`src/rtl/gs_frame_receiver_if.sv`:
```
// Grayscale serial link bundle: SCLK/SIN/LAT from the driver side, decoded GS writes back.
// Optional GS_FRAME_RECEIVER_STATS_EN adds the word/error counters.
interface gs_frame_receiver_if #(
  parameter int unsigned SHIFT_WIDTH = 48,
  parameter int unsigned NB_WORDS    = 9
);
  localparam int unsigned ADDR_WIDTH = (NB_WORDS > 1) ? $clog2(NB_WORDS) : 1;

  logic                   sclk;
  logic                   sin;
  logic                   lat;
  logic                   gs_wr;
  logic [ADDR_WIDTH-1:0]  gs_wr_addr;
  logic [SHIFT_WIDTH-1:0] gs_wr_data;
  logic                   gs_commit;
  logic                   lat_err;
`ifdef GS_FRAME_RECEIVER_STATS_EN
  logic [15:0]            word_count;
  logic [7:0]             err_count;
`endif

  modport master (
`ifdef GS_FRAME_RECEIVER_STATS_EN
    input  word_count, err_count,
`endif
    output sclk, sin, lat,
    input  gs_wr, gs_wr_addr, gs_wr_data, gs_commit, lat_err
  );

  modport slave (
`ifdef GS_FRAME_RECEIVER_STATS_EN
    output word_count, err_count,
`endif
    input  sclk, sin, lat,
    output gs_wr, gs_wr_addr, gs_wr_data, gs_commit, lat_err
  );
endinterface

```
`src/rtl/gs_frame_receiver.sv`:
```
// LED-driver grayscale link receiver: oversamples SCLK/SIN/LAT, decodes LAT length into WRTGS/LATGS.
// Define GS_FRAME_RECEIVER_STATS_EN to add word_count/err_count outputs.
module gs_frame_receiver #(
  parameter int unsigned SHIFT_WIDTH     = 48,
  parameter int unsigned NB_WORDS        = 9,
  parameter int unsigned LAT_WRTGS_EDGES = 1,
  parameter int unsigned LAT_LATGS_EDGES = 3
) (
  input logic                clk,
  input logic                rst_n,
  gs_frame_receiver_if.slave link
);
  localparam int unsigned ADDR_WIDTH = (NB_WORDS > 1) ? $clog2(NB_WORDS) : 1;
  localparam int unsigned CNT_WIDTH  = $clog2(SHIFT_WIDTH + 1);
  localparam logic [ADDR_WIDTH-1:0] LastSlot = ADDR_WIDTH'(NB_WORDS - 1);
  localparam logic [CNT_WIDTH-1:0]  FullCnt  = CNT_WIDTH'(SHIFT_WIDTH);

  typedef enum logic [1:0] {StIdle, StShift, StLatch, StDecode} state_e;

  state_e                 state_q, state_d;
  logic [1:0]             sclk_sync_q, sin_sync_q, lat_sync_q;
  logic                   sclk_prev_q, lat_prev_q;
  logic [SHIFT_WIDTH-1:0] shreg_q, shreg_d;
  logic [CNT_WIDTH-1:0]   bit_cnt_q, bit_cnt_d;
  logic [2:0]             lat_cnt_q, lat_cnt_d;
  logic [ADDR_WIDTH-1:0]  wr_ptr_q, wr_ptr_d;
  logic                   gs_wr_q, gs_wr_d;
  logic                   gs_commit_q, gs_commit_d;
  logic                   lat_err_q, lat_err_d;
  logic [ADDR_WIDTH-1:0]  addr_q, addr_d;
  logic [SHIFT_WIDTH-1:0] data_q, data_d;

  logic sclk_rise, lat_rise, lat_fall, sin_s;
  logic is_wrtgs, is_latgs;

  // SIN shares SCLK's synchronizer depth so the sampled bit lines up with the detected edge.
  assign sclk_rise = sclk_sync_q[1] & ~sclk_prev_q;
  assign lat_rise  = lat_sync_q[1] & ~lat_prev_q;
  assign lat_fall  = ~lat_sync_q[1] & lat_prev_q;
  assign sin_s     = sin_sync_q[1];
  assign is_wrtgs  = (lat_cnt_q == 3'(LAT_WRTGS_EDGES));
  assign is_latgs  = (lat_cnt_q == 3'(LAT_LATGS_EDGES));

  always_comb begin
    state_d     = state_q;
    shreg_d     = shreg_q;
    bit_cnt_d   = bit_cnt_q;
    lat_cnt_d   = lat_cnt_q;
    wr_ptr_d    = wr_ptr_q;
    gs_wr_d     = 1'b0;
    gs_commit_d = 1'b0;
    lat_err_d   = 1'b0;
    addr_d      = addr_q;
    data_d      = data_q;

    if (sclk_rise) begin
      shreg_d = {shreg_q[SHIFT_WIDTH-2:0], sin_s};
      if (bit_cnt_q != FullCnt) bit_cnt_d = bit_cnt_q + CNT_WIDTH'(1);
    end

    case (state_q)
      StIdle, StShift: begin
        if (lat_rise) begin
          state_d   = StLatch;
          lat_cnt_d = {2'b00, sclk_rise};
        end else if (sclk_rise) begin
          state_d = StShift;
        end
      end
      StLatch: begin
        if (sclk_rise && lat_cnt_q != 3'd7) lat_cnt_d = lat_cnt_q + 3'd1;
        if (lat_fall) state_d = StDecode;
      end
      StDecode: begin
        state_d   = StShift;
        bit_cnt_d = sclk_rise ? CNT_WIDTH'(1) : '0;
        if (is_wrtgs || is_latgs) begin
          gs_wr_d   = 1'b1;
          addr_d    = wr_ptr_q;
          data_d    = shreg_q;
          lat_err_d = (bit_cnt_q != FullCnt);
          if (is_latgs) begin
            gs_commit_d = 1'b1;
            wr_ptr_d    = LastSlot;
          end else begin
            wr_ptr_d = (wr_ptr_q == '0) ? LastSlot : wr_ptr_q - ADDR_WIDTH'(1);
          end
        end else begin
          lat_err_d = 1'b1;
        end
      end
      default: state_d = StIdle;
    endcase
  end

  always_ff @(posedge clk or negedge rst_n) begin
    if (!rst_n) begin
      sclk_sync_q <= '0;
      sin_sync_q  <= '0;
      lat_sync_q  <= '0;
      sclk_prev_q <= 1'b0;
      lat_prev_q  <= 1'b0;
      state_q     <= StIdle;
      shreg_q     <= '0;
      bit_cnt_q   <= '0;
      lat_cnt_q   <= '0;
      wr_ptr_q    <= LastSlot;
      gs_wr_q     <= 1'b0;
      gs_commit_q <= 1'b0;
      lat_err_q   <= 1'b0;
      addr_q      <= '0;
      data_q      <= '0;
    end else begin
      sclk_sync_q <= {sclk_sync_q[0], link.sclk};
      sin_sync_q  <= {sin_sync_q[0], link.sin};
      lat_sync_q  <= {lat_sync_q[0], link.lat};
      sclk_prev_q <= sclk_sync_q[1];
      lat_prev_q  <= lat_sync_q[1];
      state_q     <= state_d;
      shreg_q     <= shreg_d;
      bit_cnt_q   <= bit_cnt_d;
      lat_cnt_q   <= lat_cnt_d;
      wr_ptr_q    <= wr_ptr_d;
      gs_wr_q     <= gs_wr_d;
      gs_commit_q <= gs_commit_d;
      lat_err_q   <= lat_err_d;
      addr_q      <= addr_d;
      data_q      <= data_d;
    end
  end

  assign link.gs_wr      = gs_wr_q;
  assign link.gs_wr_addr = addr_q;
  assign link.gs_wr_data = data_q;
  assign link.gs_commit  = gs_commit_q;
  assign link.lat_err    = lat_err_q;

`ifdef GS_FRAME_RECEIVER_STATS_EN
  logic [15:0] word_count_q;
  logic [7:0]  err_count_q;

  always_ff @(posedge clk or negedge rst_n) begin
    if (!rst_n) begin
      word_count_q <= '0;
      err_count_q  <= '0;
    end else begin
      if (gs_wr_d) word_count_q <= word_count_q + 16'd1;
      if (lat_err_d && err_count_q != 8'hFF) err_count_q <= err_count_q + 8'd1;
    end
  end

  assign link.word_count = word_count_q;
  assign link.err_count  = err_count_q;
`endif
endmodule

```
`src/flat_wrapper.sv`:
```
// flat-port wrapper written by rule: the top's interface ports become plain ports
module gs_frame_receiver_flat 
#(
  parameter int unsigned SHIFT_WIDTH     = 48,
  parameter int unsigned NB_WORDS        = 9,
  parameter int unsigned LAT_WRTGS_EDGES = 1,
  parameter int unsigned LAT_LATGS_EDGES = 3
)
  (clk, rst_n, link_sclk, link_sin, link_lat, link_gs_wr, link_gs_wr_addr, link_gs_wr_data, link_gs_commit, link_lat_err);
  gs_frame_receiver_if #(.SHIFT_WIDTH(SHIFT_WIDTH), .NB_WORDS(NB_WORDS)) link_i ();
  input logic clk;
  input logic rst_n;
  input wire logic [$bits(link_i.sclk)-1:0] link_sclk;
  input wire logic [$bits(link_i.sin)-1:0] link_sin;
  input wire logic [$bits(link_i.lat)-1:0] link_lat;
  output wire logic [$bits(link_i.gs_wr)-1:0] link_gs_wr;
  output wire logic [$bits(link_i.gs_wr_addr)-1:0] link_gs_wr_addr;
  output wire logic [$bits(link_i.gs_wr_data)-1:0] link_gs_wr_data;
  output wire logic [$bits(link_i.gs_commit)-1:0] link_gs_commit;
  output wire logic [$bits(link_i.lat_err)-1:0] link_lat_err;
  assign link_i.sclk = link_sclk;
  assign link_i.sin = link_sin;
  assign link_i.lat = link_lat;
  assign link_gs_wr = link_i.gs_wr;
  assign link_gs_wr_addr = link_i.gs_wr_addr;
  assign link_gs_wr_data = link_i.gs_wr_data;
  assign link_gs_commit = link_i.gs_commit;
  assign link_lat_err = link_i.lat_err;
  gs_frame_receiver #(.SHIFT_WIDTH(SHIFT_WIDTH), .NB_WORDS(NB_WORDS), .LAT_WRTGS_EDGES(LAT_WRTGS_EDGES), .LAT_LATGS_EDGES(LAT_LATGS_EDGES)) u_core (.clk(clk), .rst_n(rst_n), .link(link_i));
endmodule
```
`config.mk`:
```
export PLATFORM = sky130hd
export DESIGN_NAME = gs_frame_receiver_flat
export DESIGN_NICKNAME = d
export VERILOG_FILES = /design/src/rtl/gs_frame_receiver_if.sv /design/src/rtl/gs_frame_receiver.sv /design/src/flat_wrapper.sv
export SDC_FILE = /design/constraint.sdc
export NUM_CORES = 1
export LEC_CHECK = 0
export BUFFER_PORTS_ARGS = -buffer_cell sky130_fd_sc_hd__buf_2
export CORE_MARGIN = 10
export CORE_UTILIZATION = 55
export CTS_CLUSTER_SIZE = 40
export DETAILED_ROUTE_END_ITERATION = 8
export PLACE_DENSITY = 0.76
export SLEW_MARGIN = 0
export SYNTH_ARGS = -nofsm -noshare
export SYNTH_HDL_FRONTEND = slang
export SYNTH_SLANG_ARGS = --single-unit
```
`constraint.sdc`:
```
create_clock -name clk -period 2.3 [get_ports clk]
set_input_delay 0.115 -clock clk [delete_from_list [all_inputs] [get_ports clk]]
set_output_delay 0.115 -clock clk [all_outputs]
set_load 0.01 [all_outputs]
```
After elaboration in Yosys (flattened, before gate mapping)
Cells that the tools add are included.
{"block": "totals", "register_bits": 126, "out_inout_bits": 55}
{"block": "classes", "n_addsub": 3, "eq_ne": 11, "mux": 20, "bitwise_logic": 6, "reduce_logical": 12}
{"cell": "6-bit 2-to-1 mux", "n": 3}
{"cell": "1-bit 2-to-1 mux", "n": 8}
{"cell": "4-bit 2-to-1 mux", "n": 2}
{"cell": "6-bit by 1-bit adder with 6-bit output, second input constant", "n": 1}
{"cell": "2-bit 2-to-1 mux", "n": 3}
{"cell": "3-bit 2-to-1 mux", "n": 2}
{"cell": "2-bit by 1-bit inequality test with 1-bit output, second input constant", "n": 3}
{"cell": "6-bit inequality test, second input constant", "n": 1}
{"cell": "2-bit one-hot mux with 3 select lines", "n": 1}
{"cell": "3-bit one-hot mux with 2 select lines", "n": 1}
{"cell": "2-bit AND reduction", "n": 3}
{"cell": "2-bit nonzero test", "n": 3}
{"cell": "2-bit equality test, second input constant", "n": 2}
{"cell": "4-bit logical NOT", "n": 1}
{"cell": "4-bit by 1-bit subtractor with 4-bit output, second input constant", "n": 1}
{"cell": "3-bit by 1-bit adder with 3-bit output, second input constant", "n": 1}
{"cell": "1-bit bitwise AND", "n": 3}
{"cell": "3-bit by 1-bit equality test with 1-bit output, second input constant", "n": 1}
{"cell": "3-bit by 2-bit equality test with 1-bit output, second input constant", "n": 1}
{"cell": "3-bit by 1-bit inequality test with 1-bit output, second input constant", "n": 1}
{"cell": "3-bit inequality test, second input constant", "n": 1}
{"cell": "1-bit NOT", "n": 3}
{"cell": "3-bit AND reduction", "n": 1}
{"cell": "2-bit by 1-bit equality test with 1-bit output, second input constant", "n": 1}
{"cell": "4 further kinds", "n": 4}

Depth between registers and ports, before layout
Gate-level depths: netlist of run 1.
{"block": "logic_depth", "word_depth": 5, "depth_mapped": 8, "ltp_nobuf": 7}

Worst setup path before layout of run 1
Ideal clock, no wire load.
{"block": "synth_path", "path_kind": "reg2reg", "startpoint": "register u_core.lat_cnt_q[0]", "endpoint": "register u_core.addr_q[2] (netlist: u_core.link.gs_wr_addr[2])", "setup_time_ps": 65, "t_arrival_ps": 1569, "t_required_ps": 2235, "setup_slack_ps": 666, "path_stages_with_launch": 8, "path_buffers": 2, "synth_period_minus_slack_ps": 1634, "path_cell_list": "dfrtp_1 > ha_1 > ha_1 > o21ai_1 > buf_2 > buf_4 > nand2_1 > nand2_1"}
{"block": "synth_between", "elab_chain_cells": 3, "word_cells_on_any_way": 4, "cone_classes": "eq/ne (2); reduce/logical (2)"}
{"element": "from (decl)", "line_no": "gs_frame_receiver.sv:25", "source": "logic [2:0] lat_cnt_q, lat_cnt_d;"}
{"element": "from (signal assigned)", "line_no": "gs_frame_receiver.sv:122", "source": "lat_cnt_q <= lat_cnt_d;"}
{"element": "3-bit by 1-bit equality test with 1-bit output / 3-bit by 2-bit equality test with 1-bit output (equally long branches)", "line_no": "gs_frame_receiver.sv:41, gs_frame_receiver.sv:42"}
{"element": "1-bit logical OR (*)", "line_no": "gs_frame_receiver.sv:77", "source": "if (is_wrtgs || is_latgs) begin"}
{"element": "2-bit AND reduction (no line) (*)"}
{"element": "to (signal assigned)", "line_no": "gs_frame_receiver.sv:127", "source": "addr_q <= addr_d;"}
{"element": "to (decl)", "line_no": "gs_frame_receiver.sv:30", "source": "logic [ADDR_WIDTH-1:0] addr_q, addr_d;"}
Every way passes the cells marked *; elsewhere a longest branch is shown, timed or not.
A chain may end at the register's enable or synchronous reset.

Final worst setup path of run 1
{"block": "layout_path", "startpoint": "register u_core.lat_cnt_q[0]", "endpoint": "register u_core.wr_ptr_q[2]"}
{"block": "layout_between", "elab_chain_cells": 3, "word_cells_on_any_way": 5, "cone_classes": "eq/ne (2); mux (1); reduce/logical (2)"}
{"element": "3-bit by 1-bit equality test with 1-bit output / 3-bit by 2-bit equality test with 1-bit output (equally long branches)", "line_no": "gs_frame_receiver.sv:41, gs_frame_receiver.sv:42"}
{"element": "1-bit logical OR", "line_no": "gs_frame_receiver.sv:77"}
{"element": "2-bit AND reduction (no line)"}
{"element": "to (signal assigned)", "line_no": "gs_frame_receiver.sv:107", "source": "wr_ptr_q <= LastSlot;"}
{"element": "to (signal assigned)", "line_no": "gs_frame_receiver.sv:123", "source": "wr_ptr_q <= wr_ptr_d;"}
{"element": "to (decl)", "line_no": "gs_frame_receiver.sv:26", "source": "logic [ADDR_WIDTH-1:0] wr_ptr_q, wr_ptr_d;"}
Several ways; a longest one is shown, not always the timed one.

==> results.cfg, run 1 <==
[clocking]
cts_tree = done
postCtsSetupBuffers = 0
cts_buffers = 17
cts.clk_slew.worst_paths_ns = 0.06
clk_latency_ns = 0.52
clockBufferDepth = 2
clock-sinks = 126
htree_levels = 4
cts_root_buf = clkbuf_8

[floorplan]
die_w_um = 114
core_sq_um = 8680
floorplan.rows = 34
die-area_sq_um = 13100
die_h_um = 114
io_pins = 60
initial_core_util = 0.563

[yosys]
synth_cell_types = 34
synth.top_cell.area_share = 0.640
synthTopCellsByArea = dfrtp_1 64%, nand2_1 23%, ha_1 1.8%, buf_2 1.0%, o21ai_0 0.72%
ys_warn_count = 0
synth_area_per_cell_sq_um = 9.35
ys_seq_area_frac = 0.645
syn_nets = 535
synth_top_flop_cell = dfrtp_1
synthCells = 523
ys_ff_latch = 126
async_flop_share = 1.00
synth_largest_area_cell = dfrtp_1
netlist_area_sq_um = 4890
synth-edff-count = 0

[timing]
finalCritPeriodShare = 0.865
hold_violations = 0
min_period_ns = 1.99
max_freq_mhz = 503
drv_slew = 0
fin_tns_setup_ns = 0
finalSetupViolations = 0
setup_ws_ns = 0.310
finClkSkew_ns = 0.0137
tightest_slew_ns = 0.551
rsz0062_at_grt = false
maxSlewHeadroom = 0.632

[worst_setup_path]
reg2regPathDepth = 6
cp.required_ns = 2.75
arrival_ns = 2.44
reg2reg_slack_ns = 0.31
critPathCaptureType = flop
reg2reg_from = u_core.lat_cnt_q[0]
crit_path_start_kind = flop
r2r-end = u_core.wr_ptr_q[2]
critPathMaxFanout = 56
worst-setup-path-type = flop to flop

[power_and_ir_drop]
pwr-share-seq = 0.433
vdd_drop_max_mv = 0.646
combPwrFrac = 0.138
p_switching_uw = 1660
p_per_area_nw_per_um2 = 1050
swShare = 0.268
pwr-share-clk = 0.429
p_int_uw = 4530
leakagePower_uw = 0.00341

[finish]
nNetsFinal = 600
antenna_cells = 0
final_area_sq_um = 5920
fillers = 685
area_growth_pct = 21.2
drive_gt1_frac = 0.175

[detailed_routing]
wirelength_um = 9410
firstDrtPassIters = 4
ant_nets = 0
vias = 3546
drt_iter0_markers = 169
vias_per_cell = 5.00
post-route-drc-count = 0
wl_per_cell_um = 13.3

[outcome]
status = finished clean

[placed_design]
place_ws_ns = 0.140
port_buffers = 59
dpl_cell_area_sq_um = 5280
finalWeightedCongestion = 0.762
dp_hpwl_um = 5980

[grt]
first_global_vias = 3723
grt_overflow = 0
gr-usage-all-layers = 0.157
antenna_found_initial = 0
grt_max_degree = 57
grt_pass1_wl_um = 16700

[hold_path]
min_path_type = input port to asynchronous set/reset pin

[flow_run]
maxCapViolations = 0
[cells in the mapped netlist, drive strengths merged, types with 2 or more instances]
library cell,n
a21oi,4
and2,2
and3,2
buf,15
clkbuf,9
dfrtp,125
ha,7
inv,7
mux2i,3
nand2,305
nand2b,2
nand4,2
nor2,9
nor2b,2
o211ai,2
o21ai,9
o2bb2ai,2
or3,2
or3b,2
xor2,3
[flip-flops by register name (all words and copies together) (netlist names)]
| name | cells |
|---|---|
| u_core.lat_cnt_q | 3 |
| u_core.sin_sync_q | 2 |
| u_core.state_q | 2 |
| u_core.link.gs_wr_addr | 4 |
| u_core.link.gs_commit | 1 |
| u_core.sclk_prev_q | 1 |
| u_core.bit_cnt_q | 6 |
| u_core.lat_prev_q | 1 |
| u_core.shreg_q | 48 |
| u_core.link.gs_wr_data | 48 |
| u_core.wr_ptr_q | 4 |
| u_core.sclk_sync_q | 2 |
| u_core.link.gs_wr | 1 |
| u_core.link.lat_err | 1 |
| u_core.lat_sync_q | 2 |
[per-stage QoR]
step / util / hold WS, ns / power [uW] / std cells
CTS: 0.682 / 0.120 / 6270 / 709
floorplan: - / -0.181 / 3240 / 523
global route: 0.683 / 0.171 / 6520 / 709
detailed placement: 0.609 / 0.128 / 3580 / 673
finish: 0.683 / 0.116 / 6200 / 709
global placement: 0.609 / 0.126 / 3520 / 673
[cell families (layout without fill, tap and decap cells)]
family                     Yosys count  count (layout)  synth area share
and+or+nand+nor                    333             333             0.267
muxes                                3               3           0.00614
adders and majority gates            7               7            0.0179
AOI/OAI and AO/OA                   20              20            0.0274
xor gates and xnor gates             3               3           0.00538
DFF                                126             126             0.645
buffers and inverters               31             109            0.0310
[repair_timing]
action                                  4_1_cts  5_1_grt
endpoints found under the setup margin        0        2
hold buffers                                  4        0
endpoints found under the hold margin        42        0
resized for setup                             0        2
[final cells by class]
| cell class | count | area [sq um] | share of cell area |
|---|---|---|---|
| Clock inverter | 10 | 136 | 0.0230 |
| Multi-Input combinational cell | 366 | 1600 | 0.271 |
| Tap cell | 108 | 135 | 0.0228 |
| Sequential cell | 126 | 3150 | 0.532 |
| Timing Repair Buffer | 70 | 403 | 0.0680 |
| Inverter | 7 | 28.8 | 0.00486 |
| Clock buffer | 22 | 463 | 0.0781 |
[power groups by stage]
stage	registers (uW)	clock network [uW]	logic [uW]
after floorplan	2730	0	510
after global placement	2700	0	823
after detailed placement	2710	0	863
after CTS	2690	2700	880
after global routing	2730	2810	986
final	2690	2660	854
[how the worst max path moves through the flow]
stage,start,to,slack [ns],cells after the start
2_1_floorplan,u_core.lat_cnt_q[0],u_core.link.gs_wr_addr[2],0.67,7
3_3_place_gp,u_core.lat_cnt_q[0],u_core.wr_ptr_q[0],0.29,6
3_5_place_dp,u_core.lat_cnt_q[0],u_core.wr_ptr_q[0],0.14,6
4_1_cts,u_core.lat_cnt_q[0],u_core.wr_ptr_q[0],0.08,6
5_1_grt,u_core.lat_cnt_q[0],u_core.link.gs_wr_data[24],0.10,6
6_report,u_core.lat_cnt_q[0],u_core.wr_ptr_q[2],0.31,6
[placed cells by master, fill, tap and decap left out, types with 3 or more instances in the layout]
master / n
clkinv_2: 3
dfrtp_1: 125
clkbuf_8: 4
ha_1: 7
o21ai_0: 7
clkinvlp_4: 3
clkbuf_16: 16
buf_2: 58
a21oi_1: 4
inv_1: 6
bufinv_16: 3
nand2_1: 305
dlygate4sd3_1: 4
buf_4: 7
xor2_1: 3
nor2_1: 9
mux2i_1: 3
[worst max-delay path: stages (launching register included)]
cell and delay, ns:
dfrtp_1 0.42, ha_1 0.24, ha_1 0.30, o21ai_4 0.22
buf_4 0.49, o21ai_0 0.17, nand2_1 0.09
[routing by layer]
layer	GRT usage	up-vias	routed length, um
li1	-	1751	-
met5	0	-	0
met4	0.0718	0	102
met3	0.0540	10	541
met1	0.181	1708	4180
met2	0.257	77	4590
Power figures use the tool's default switching activity.
==> run 2: changes to the inputs <==
clock period = 2.2 ns   (was 2.3 ns; I/O delays follow)
==> run 2 against run 1 <==
Sequential cell count is the same; cell count shrank 0.14%; first-iteration DRC count rose by 19%; count of clock-buffer cells in the layout shrank 3; largest power group is now clock; routed wire length grew 3.6%; clock skew down 0.0072 ns; critical endpoint is now u_core.wr_ptr_q[0]; utilization grew 1.0 points; register-to-register slack lost 0.04 ns; highest routed layer unchanged; maximum frequency is 2.9% higher; sequential share of layout area decreased by 0.79 points; hold slack got worse by 0.083 ns; setup slack worse by 0.044 ns; largest cell class unchanged.
==> results.cfg, run 2 (synthesis results as in run 1) <==
[placed_design]
dp_hpwl_um = 6080
port_buffers = 59
finalWeightedCongestion = 0.755

[power_and_ir_drop]
vdd_drop_max_mv = 0.671
leakagePower_uw = 0.00345
p_per_area_nw_per_um2 = 1150

[timing]
fin_tns_setup_ns = 0
hold_violations = 0
drv_slew = 0
finalSetupViolations = 0
rsz0062_at_grt = false
maxSlewHeadroom = 0.637
finClkSkew_ns = 0.00642
tightest_slew_ns = 0.543
finalCritPeriodShare = 0.879
max_freq_mhz = 517
min_period_ns = 1.93

[worst_setup_path]
reg2reg_slack_ns = 0.27
r2r-end = u_core.wr_ptr_q[0]
critPathMaxFanout = 53
cp.required_ns = 2.63
critPathCaptureType = flop
reg2reg_from = u_core.lat_cnt_q[0]
reg2regPathDepth = 6
crit_path_start_kind = flop
arrival_ns = 2.36
worst-setup-path-type = flop to flop

[hold_path]
min_path_type = input port to asynchronous set/reset pin

[finish]
nNetsFinal = 599
drive_gt1_frac = 0.175
final_cell_mix = 305 x nand2_1, 125 x dfrtp_1, 58 x buf_2
post-route-util = 0.693
fillers = 675
mostFrequentLayoutCell = nand2_1
area_growth_pct = 23.0
antenna_cells = 0

[clocking]
htree_levels = 4
postCtsSetupBuffers = 0
clk_latency_ns = 0.52
clockBufferDepth = 2
clock-sinks = 126
cts_buffers = 17
cts_root_buf = clkbuf_8
cts.clk_slew.worst_paths_ns = 0.06
cts_tree = done

[floorplan]
die_w_um = 114
die-area_sq_um = 13100
io_pins = 60
core_sq_um = 8680
die_h_um = 114
initial_core_util = 0.563
floorplan.rows = 34

[grt]
antenna_found_initial = 0
gr-usage-all-layers = 0.164
grt_pass1_wl_um = 17400
grt_overflow = 0
first_global_vias = 3786
grt_max_degree = 76

[detailed_routing]
vias_per_cell = 5.04
vias = 3569
firstDrtPassIters = 4
wl_per_cell_um = 13.8
post-route-drc-count = 0
wirelength_um = 9750
drt_iter0_markers = 201
ant_nets = 0

[outcome]
status = finished clean

[flow_run]
maxCapViolations = 0
-- run 2: cell count changes in the layout (fill, tap and decap cells not counted), sizes merged --
cell,before,now
bufinv,3,7
clkbuf,22,19
buf,66,65
clkinv,4,3
clkinvlp,3,2
inv,7,8
-- run 2: worst max path at each step --
stage                                    from                   endpoint  slack (ns)  depth (start not counted)
after CTS                 u_core.lat_cnt_q[0]         u_core.wr_ptr_q[2]        0.15                          6
after detailed placement  u_core.lat_cnt_q[0]         u_core.wr_ptr_q[0]        0.04                          6
after global placement    u_core.lat_cnt_q[0]         u_core.wr_ptr_q[0]        0.19                          6
after floorplan           u_core.lat_cnt_q[0]  u_core.link.gs_wr_addr[2]        0.57                          7
after global routing      u_core.lat_cnt_q[0]         u_core.wr_ptr_q[0]        0.02                          6
final                     u_core.lat_cnt_q[0]         u_core.wr_ptr_q[0]        0.27                          6
-- run 2: per-layer routing --
| metal | GRT usage | vias up | wire (um) |
|---|---|---|---|
| met5 | 0 | - | 0 |
| li1 | - | 1747 | - |
| met3 | 0.0603 | 12 | 545 |
| met1 | 0.193 | 1731 | 4350 |
| met4 | 0.0576 | 0 | 122 |
| met2 | 0.269 | 79 | 4730 |
-- run 2: cell type report --
class                           instances  area, sq um  area share
Sequential cell                       126         3150       0.525
Multi-Input combinational cell        366         1600       0.267
Clock buffer                           19          432      0.0718
Timing Repair Buffer                   69          399      0.0664
Clock inverter                         13          260      0.0433
Tap cell                              108          135      0.0225
Inverter                                7         28.8     0.00479
-- run 2: per-stage QoR --
step | total power [uW] | std cells | setup WS (ns) | hold WS, ns | area (sq um)
after floorplan | 3390 | 523 | 0.566 | -0.186 | 4890
after global placement | 3680 | 672 | 0.194 | 0.0261 | 5280
after detailed placement | 3730 | 672 | 0.0432 | 0.0292 | 5280
after CTS | 7000 | 708 | 0.151 | 0.0277 | 6010
after global routing | 7280 | 708 | 0.0185 | 0.0423 | 6010
final | 6940 | 708 | 0.266 | 0.0330 | 6010
-- run 2: worst max-delay path, cell delays in order, from the launching register on --
cell and delay, ns:
dfrtp_1 0.41, ha_1 0.21, ha_1 0.37, o21ai_4 0.12, inv_4 0.39, nand2_1 0.16
o21ai_0 0.19
-- run 2: what timing repair did --
item,4_1_cts,5_1_grt
endpoints found under the hold margin,128,0
gates resized for setup,1,1
setup endpoints to repair,2,2
hold buffers,4,0
-- run 2: where the power goes --
part / switching (uW) / total, uW / leakage, uW / internal, uW
registers: 210 / 2810 / 0.00171 / 2600
clock network: 1020 / 3240 / 0.000329 / 2220
logic: 562 / 897 / 0.00141 / 335
